**config.mk**
```make
export PLATFORM = sky130hd
export DESIGN_NAME = if_fetch_ctrl
export DESIGN_NICKNAME = d
export VERILOG_FILES = /design/src/rtl/fetch_pkg.sv /design/src/rtl/fetch_skid_reg.sv /design/src/rtl/if_fetch_ctrl.sv
export SDC_FILE = /design/constraint.sdc
export NUM_CORES = 1
export LEC_CHECK = 0
export CORE_UTILIZATION = 42
export CTS_CLUSTER_DIAMETER = 150
export CTS_CLUSTER_SIZE = 20
export DETAILED_ROUTE_END_ITERATION = 12
export MAX_ROUTING_LAYER = met4
export PLACE_DENSITY = 0.87
export SLEW_MARGIN = 20
export SYNTH_ARGS = -nofsm -noshare
export SYNTH_HDL_FRONTEND = slang
export SYNTH_SLANG_ARGS = --single-unit
```
**constraint.sdc**
```tcl
create_clock -name clk -period 1.33 [get_ports clk]
set_input_delay 0.1995 -clock clk [delete_from_list [all_inputs] [get_ports clk]]
set_output_delay 0.1995 -clock clk [all_outputs]
set_load 0.01 [all_outputs]
```
**src/rtl/fetch_pkg.sv**
```systemverilog
// Shared definitions for the instruction-fetch controller.
//   ADDR_W        : default PC / redirect target width
//   INSTR_W       : default instruction word width
//   fetch_state_t : FETCH   - request outstanding, waiting for the response
//                   HOLD    - one fetched instruction parked while decode stalls
//                   DISCARD - in-flight fetch is stale and will be dropped
package fetch_pkg;

  localparam int ADDR_W  = 32;
  localparam int INSTR_W = 32;

  typedef enum logic [1:0] {
    FETCH   = 2'd0,
    HOLD    = 2'd1,
    DISCARD = 2'd2
  } fetch_state_t;

endpackage

```
**src/rtl/fetch_skid_reg.sv**
```systemverilog
// One-entry instruction buffer used while the decode stage stalls.
//   clk, rst : clock, synchronous active-high reset
//   load     : capture d
//   clear    : empty the buffer (drives q to zero); wins over load
//   d        : incoming instruction word
//   q        : buffered instruction word
module fetch_skid_reg #(
  parameter int W = 32
) (
  input  logic         clk,
  input  logic         rst,
  input  logic         load,
  input  logic         clear,
  input  logic [W-1:0] d,
  output logic [W-1:0] q
);

  // NOTE: the buffer is a single word, so resetting it is cheap and keeps
  // IF_instr deterministic after reset; deep storage arrays would not be reset.
  always_ff @(posedge clk) begin
    // NOTE: non-blocking assignments for every sequential state update, so
    // all registers sample their inputs from the same pre-edge values.
    if (rst || clear) begin
      q <= '0;
    end else if (load) begin
      q <= d;
    end
  end

endmodule

```
**src/rtl/if_fetch_ctrl.sv**
```systemverilog
// Instruction-fetch stage sequencer.
//   clk, rst      : clock, synchronous active-high reset
//   imem_read     : fetch request to I-memory at the current IF address
//   imem_resp     : I-memory response valid (single-cycle pulse)
//   imem_rdata    : I-memory response data
//   id_stall      : decode cannot accept an instruction this cycle
//   redir_valid   : MEM-stage redirect request (pulse)
//   redir_pc      : MEM-stage redirect target
//   pc_load       : load enable to the PC register
//   pcmux_sel     : 1 = PC takes jmp_pc, 0 = sequential/predicted path
//   jmp_pc        : redirect target presented to the PC mux
//   IF_valid      : IF_instr valid for the IF/ID register this cycle
//   IF_instr      : fetched instruction
//   busy_discard  : an in-flight fetch is marked for discard
module if_fetch_ctrl #(
  parameter int ADDR_W  = fetch_pkg::ADDR_W,
  parameter int INSTR_W = fetch_pkg::INSTR_W
) (
  input  logic               clk,
  input  logic               rst,
  output logic               imem_read,
  input  logic               imem_resp,
  input  logic [INSTR_W-1:0] imem_rdata,
  input  logic               id_stall,
  input  logic               redir_valid,
  input  logic [ADDR_W-1:0]  redir_pc,
  output logic               pc_load,
  output logic               pcmux_sel,
  output logic [ADDR_W-1:0]  jmp_pc,
  output logic               IF_valid,
  output logic [INSTR_W-1:0] IF_instr,
  output logic               busy_discard
);

  import fetch_pkg::*;

  fetch_state_t        state, state_nxt;
  logic [ADDR_W-1:0]   pend_pc, pend_nxt;
  logic [INSTR_W-1:0]  buf_instr;
  logic                buf_load, buf_clear;

  fetch_skid_reg #(.W(INSTR_W)) u_skid (
    .clk   (clk),
    .rst   (rst),
    .load  (buf_load),
    .clear (buf_clear),
    .d     (imem_rdata),
    .q     (buf_instr)
  );

  always_ff @(posedge clk) begin
    if (rst) begin
      state   <= FETCH;
      pend_pc <= '0;
    end else begin
      state   <= state_nxt;
      pend_pc <= pend_nxt;
    end
  end

  always_comb begin
    // NOTE: every output and next-state value gets a default before the case
    // statement so no path leaves one unassigned and infers a latch.
    state_nxt    = state;
    pend_nxt     = pend_pc;
    imem_read    = 1'b0;
    pc_load      = 1'b0;
    pcmux_sel    = 1'b0;
    jmp_pc       = '0;
    IF_valid     = 1'b0;
    IF_instr     = '0;
    busy_discard = 1'b0;
    buf_load     = 1'b0;
    buf_clear    = 1'b0;

    // Outputs are forced quiet during reset, independent of the stored state.
    if (!rst) begin
      jmp_pc = redir_pc;
      unique case (state)
        FETCH: begin
          imem_read = 1'b1;
          IF_instr  = imem_rdata;
          if (imem_resp) begin
            if (redir_valid) begin
              // Response arrives together with a redirect: the data is on the
              // wrong path, so drop it and steer the PC immediately.
              pc_load   = 1'b1;
              pcmux_sel = 1'b1;
            end else if (!id_stall) begin
              IF_valid = 1'b1;
              pc_load  = 1'b1;
            end else begin
              buf_load  = 1'b1;
              state_nxt = HOLD;
            end
          end else if (redir_valid) begin
            // The fetch address must stay stable until the outstanding
            // response returns, so the redirect is parked in pend_pc.
            pend_nxt  = redir_pc;
            state_nxt = DISCARD;
          end
        end

        DISCARD: begin
          imem_read    = 1'b1;
          busy_discard = 1'b1;
          jmp_pc       = redir_valid ? redir_pc : pend_pc;
          if (redir_valid) begin
            pend_nxt = redir_pc;
          end
          if (imem_resp) begin
            pc_load   = 1'b1;
            pcmux_sel = 1'b1;
            state_nxt = FETCH;
          end
        end

        HOLD: begin
          IF_instr = buf_instr;
          IF_valid = !redir_valid;
          if (redir_valid) begin
            pc_load   = 1'b1;
            pcmux_sel = 1'b1;
            buf_clear = 1'b1;
            state_nxt = FETCH;
          end else if (!id_stall) begin
            pc_load   = 1'b1;
            buf_clear = 1'b1;
            state_nxt = FETCH;
          end
        end

        default: begin
          state_nxt = FETCH;
        end
      endcase
    end
  end

endmodule

```
* Yosys cells after proc, flatten, opt, wreduce, memory -nomap -nowiden
Index checks and enable logic that the tools add are counted.
** Storage, ports and cells
- Input bits :: 69
- Output and inout port bits :: 69
- Register bits :: 66
** Cells by class
- Mux-type cells :: 40
- Equality and inequality tests :: 8
- Reduce and logical (&&, ||, !) cells :: 7
** Operators with widths (number)
- $mux W32 :: 5
- $pmux W32 S2 :: 2
- $mux W1 :: 22
- $mux W2 :: 7
- $ne A3 B3 Y1 const B :: 4
- $pmux W1 S3 :: 2
- $pmux W2 S3 :: 1
- $reduce_and A5 Y1 :: 1
- $ne A2 B2 Y1 const B :: 2
- $eq A2 B1 Y1 const B :: 1
- $eq A2 B2 Y1 const B :: 1
- $logic_not A2 Y1 :: 1
- $pmux W1 S2 :: 1
- $reduce_and A2 Y1 :: 1
- $reduce_bool A2 Y1 :: 1
- $reduce_or A2 Y1 :: 1
- $logic_not A1 Y1 :: 1
- $logic_or A1 B1 Y1 :: 1

* Logic depth before layout (Yosys ltp)
- Depth in word-level cells :: 5
- Depth in mapped cells :: 6
- Mapped depth without buffers :: 3

* By module
Synthesis repeated with hierarchy kept, for this count alone.
** Second synthesis, totals
- Cells, all modules :: 373
- Area, all modules :: 3607.2 um^2
** Modules (own cells, without submodules)
- if_fetch_ctrl :: area an instance 2451.1 um^2, times used 1, cells an instance 268, seq. area each 680.7 um^2
- fetch_skid_reg :: area an instance 1156.1 um^2, times used 1, cells an instance 105, seq. area each 640.6 um^2

* Worst setup path after synthesis
OpenSTA, ideal clock, no wires.
- Path kind :: flip-flop to output port
- From :: reg state[0]
- To :: out pc_load
- Path buffers :: 2
- Arrival time :: 1.358 ns
- Cell stages (with the launch flop) :: 5
- Slack :: -0.228 ns
- Required time :: 1.131 ns
- Cells stage by stage :: dfxtp_1 > buf_6 > buf_2 > nor2_1 > a2111oi_0
** On the way
- Cells in the longest elaborated chain, start to end :: 3
- Elaborated cells on any way between the ends :: 5
- Those cells by class :: eq/ne (2); mux (2); reduce/logical (1)
** RTL lines
- start, declared :: line if_fetch_ctrl.sv:37 : fetch_state_t state, state_nxt;
- start signal, assigned :: line if_fetch_ctrl.sv:56 : state <= state_nxt;
- $eq A2 B1 Y1, or another cell as far along :: line if_fetch_ctrl.sv:79 : unique case (state)
- $pmux W1 S3 * :: line if_fetch_ctrl.sv:79
- $mux W1 * :: line if_fetch_ctrl.sv:77 : if (!rst) begin
- end, declared :: line if_fetch_ctrl.sv:27 : output logic pc_load,
Every way passes the cells marked *; elsewhere a longest branch is shown, timed or not.

* Final worst setup path
- From :: reg state[1]
- To :: reg u_skid.q[8]
** On the way
- Cells in the longest elaborated chain, start to end :: 4
- Elaborated cells on any way between the ends :: 7
- Those cells by class :: eq/ne (1); mux (4); reduce/logical (2)
** RTL lines
- $eq A2 B1 Y1 :: line if_fetch_ctrl.sv:79
- $mux W1 :: line if_fetch_ctrl.sv:79
- $mux W1 :: line if_fetch_ctrl.sv:77
- $logic_or A1 B1 Y1 :: line fetch_skid_reg.sv:23 : if (rst || clear) begin
- end signal, assigned :: line fetch_skid_reg.sv:24 : q <= '0;
- end signal, assigned :: line fetch_skid_reg.sv:26 : q <= d;
- end, declared :: line fetch_skid_reg.sv:15 : output logic [W-1:0] q
Parallel ways exist; a longest one is shown, timed or not.
A chain may end at the register's enable or synchronous reset.

==> flow_summary.toml <==
[clock_tree]
hold_buffers = 0
clockBufferDepth = 2
cts_tree = "yes"
cts.sinks = 66
clock_latency_ps = 350
numCtsBuffers = 9
htree_levels = 3
cts_root_buf = "clkbuf_8"
clk_pin_slew_worst_paths_ps = 80

[synth]
ys_top_cells_by_count = "66 x dfxtp_1, 65 x a21oi_1, 65 x o21ai_0, 64 x mux2i_1, 64 x nand2_1"
ys_ff_latch = 66
synth_area_per_cell_sq_um = 7.74
synth_top_area_share_pct = 32.6
ys.warnings.count = 0
yosysMostFrequentCell = "dfxtp_1"
netlist_top_cells_area = "dfxtp_1 33%, mux2i_1 16%, a21oi_1 8.0%"
synth_top_flop_cell = "dfxtp_1"
synth_nets = 593
yosysSeqAreaShare_pct = 32.6
yosysTopAreaCell = "dfxtp_1"
synth_cell_types = 25
async_flop_share_pct = 0
syn_area_sq_mm = 0.00406
synth-edff-count = 0
syn_inst = 524

[sta]
fmax_mhz = 508
final_max_slew_viol_count = 0
period_needed_ps = 1970
fin_worst_skew_ps = 12.5
post-route-period-util_pct = 148
hold_viol_final = 0
finalSetupTns_ps = -59560
grt_setup_unrepaired = "true"
setup_viol = 134
worst_slack_ps = -640
max_slew_margin_pct = 36.6
tightest_slew_ps = 948

[status]
status = "complete, but fails checks"
violations = "setup timing"

[place]
gp_congestion = 0.806
hpwl_microns = 8060
post-place-cells = 777
numPortBuffers = 137

[floorplan]
start_util_pct = 43.7
rows = 35
coreArea_sq_mm = 0.00928
die_x_microns = 100
die_y_microns = 100
ios = 138
die-area_sq_mm = 0.0101

[setup_path]
critical-path-top-delay-family = "buffers and inverters"
path_buf_inv = 6
start_kind = "flop"
crit_type = "reg2reg"
cp_slowest_cell = "dfxtp_2"
cp-end-kind = "flop"
cpMostUsedCell = "buf_6"
worst_path_largest_cell_delay_ps = 340
critPathMaxFanout = 33
arrival_ps = 2180
crit_chain = "buf_6, buf_6, buf_6, buf_4, buf_4, nand2b_1, buf_12, o21ai_0, mux2i_1"
required_ps = 1540

[route]
drt_wl_total_microns = 19000
wl_met2_microns = 10200
wl_per_cell_microns = 22.1
met1Wirelength_microns = 6550
viasPerCell = 5.68
drtIter0Drc = 276
drt_pass1_iterations = 5
route.detailed.drc = 0
route.vias.total = 4865
met3_length_microns = 1170
ant_nets = 0
top_layer = "met4"

[cells_and_area]
layout-drive-gt1-share_pct = 50.0
nNetsFinal = 792
area_growth_pct = 93.8
fin_cells = 857
multi_input_area_sq_mm = 0.00343
fillers = 465
antenna_cells = 0
regArea_sq_mm = 0.00133

[grt]
gr-usage-all-layers_pct = 34.9
grt_overflow = 0
grt_pass1_wl_microns = 25900
grt_max_degree = 56
antenna_found_initial = 0
grt_pass1_vias = 5005

[hold_path]
hp-class = "in2reg"

[power_and_ir_drop]
power_uw = 5560
ir_drop_uv = 540
leakage_uw = 0.00326
power_density_mw_per_mm2 = 708

[run]
maxCapViolCount = 0
-- kinds of logic (layout without fill, tap and decap cells) --
family,after synthesis,count (layout),synth area share (%)
simple gates,178,178,24.5
mux,64,64,15.8
compound gates,132,132,16.5
buf+inv,84,288,10.7
flops,66,66,32.6
-- worst reg2reg max path, delay by kind of cell (launching register included) --
family,cells,cell delay [ps]
flip-flops,1,340
AND/OR/NAND/NOR,1,190
buffers and inverters,6,820
AO/OA/AOI/OAI,1,320
multiplexers,1,160
-- metrics by stage --
stage	worst slack, ps	cell area [sq um]	util, %	hold slack, ps
6_report	-640	7860	84.7	434
5_1_grt	-669	7860	84.7	458
4_1_cts	-570	7390	79.6	432
3_5_place_dp	-1020	6050	65.2	466
3_3_place_gp	-866	6050	65.2	459
2_1_floorplan	-82.9	4490	-	269
-- registers in the layout (all words and copies together) (netlist names) --
name / flops
u_skid.q: 32
pend_pc: 32
state: 2
-- repair_timing --
action                     in CTS  in global routing
setup buffers                  45                  9
pin swaps                      21                 36
cloned                         14                  5
setup endpoints to repair     134                134
gates resized for setup       431                159
-- cell type report --
class,count,share of cell area (%)
multi-input combinational,374,43.6
timing repair buffer,240,33.9
sequential,66,16.9
tap,129,2.05
clock buffer,11,1.67
inverter,32,1.53
clock inverter,5,0.398
-- per-layer routing --
metal | up-vias | global-route usage, %
met5 | - | -
met2 | 278 | 63.0
met4 | 0 | 17.4
met3 | 94 | 7.31
li1 | 2169 | -
met1 | 2324 | 35.7
-- cells in the final DEF, fill, tap and decap left out, types with 4 or more instances in the layout --
cell type        Yosys  routed
clkdlybuf4s50_1      0      66
dfxtp_1             66      64
buf_6               13      54
buf_2               13      41
a21oi_2              0      38
buf_4                1      36
nor2b_1             34      33
inv_1               32      32
nand2_1             64      31
mux2i_4              0      31
mux2i_1             64      30
o21ai_1              0      27
or3b_1              33      27
a21oi_1             65      26
nand2_4              0      25
nor2_4               0      24
o21ai_0             65      21
buf_12               0      21
o21ai_2              0      17
nor2_2               0       9
clkbuf_8             0       9
nand2_2              0       8
buf_16               0       8
buf_8                0       7
or3b_4               0       6
clkbuf_16            0       4
-- power breakdown --
group | internal (uW) | total (uW) | leakage, uW | switching, uW
Combinational | 1010 | 1920 | 0.00264 | 903
Clock | 672 | 1510 | 0.0000831 | 842
Sequential | 2060 | 2130 | 0.000539 | 71.8
Total | 3750 | 5560 | 0.00326 | 1820
-- path summary, 6_finish.rpt --
path	start	to	slack [ps]	depth (start not counted)
worst max register to register	state[1]	u_skid.q[8]	-640	9
worst max-delay path	state[1]	u_skid.q[8]	-640	9
worst min-delay path	imem_rdata[13]	u_skid.q[13]	430	3
worst min register to register	pend_pc[15]	pend_pc[15]	480	2
No activity file was read; power rests on OpenSTA's default activity.
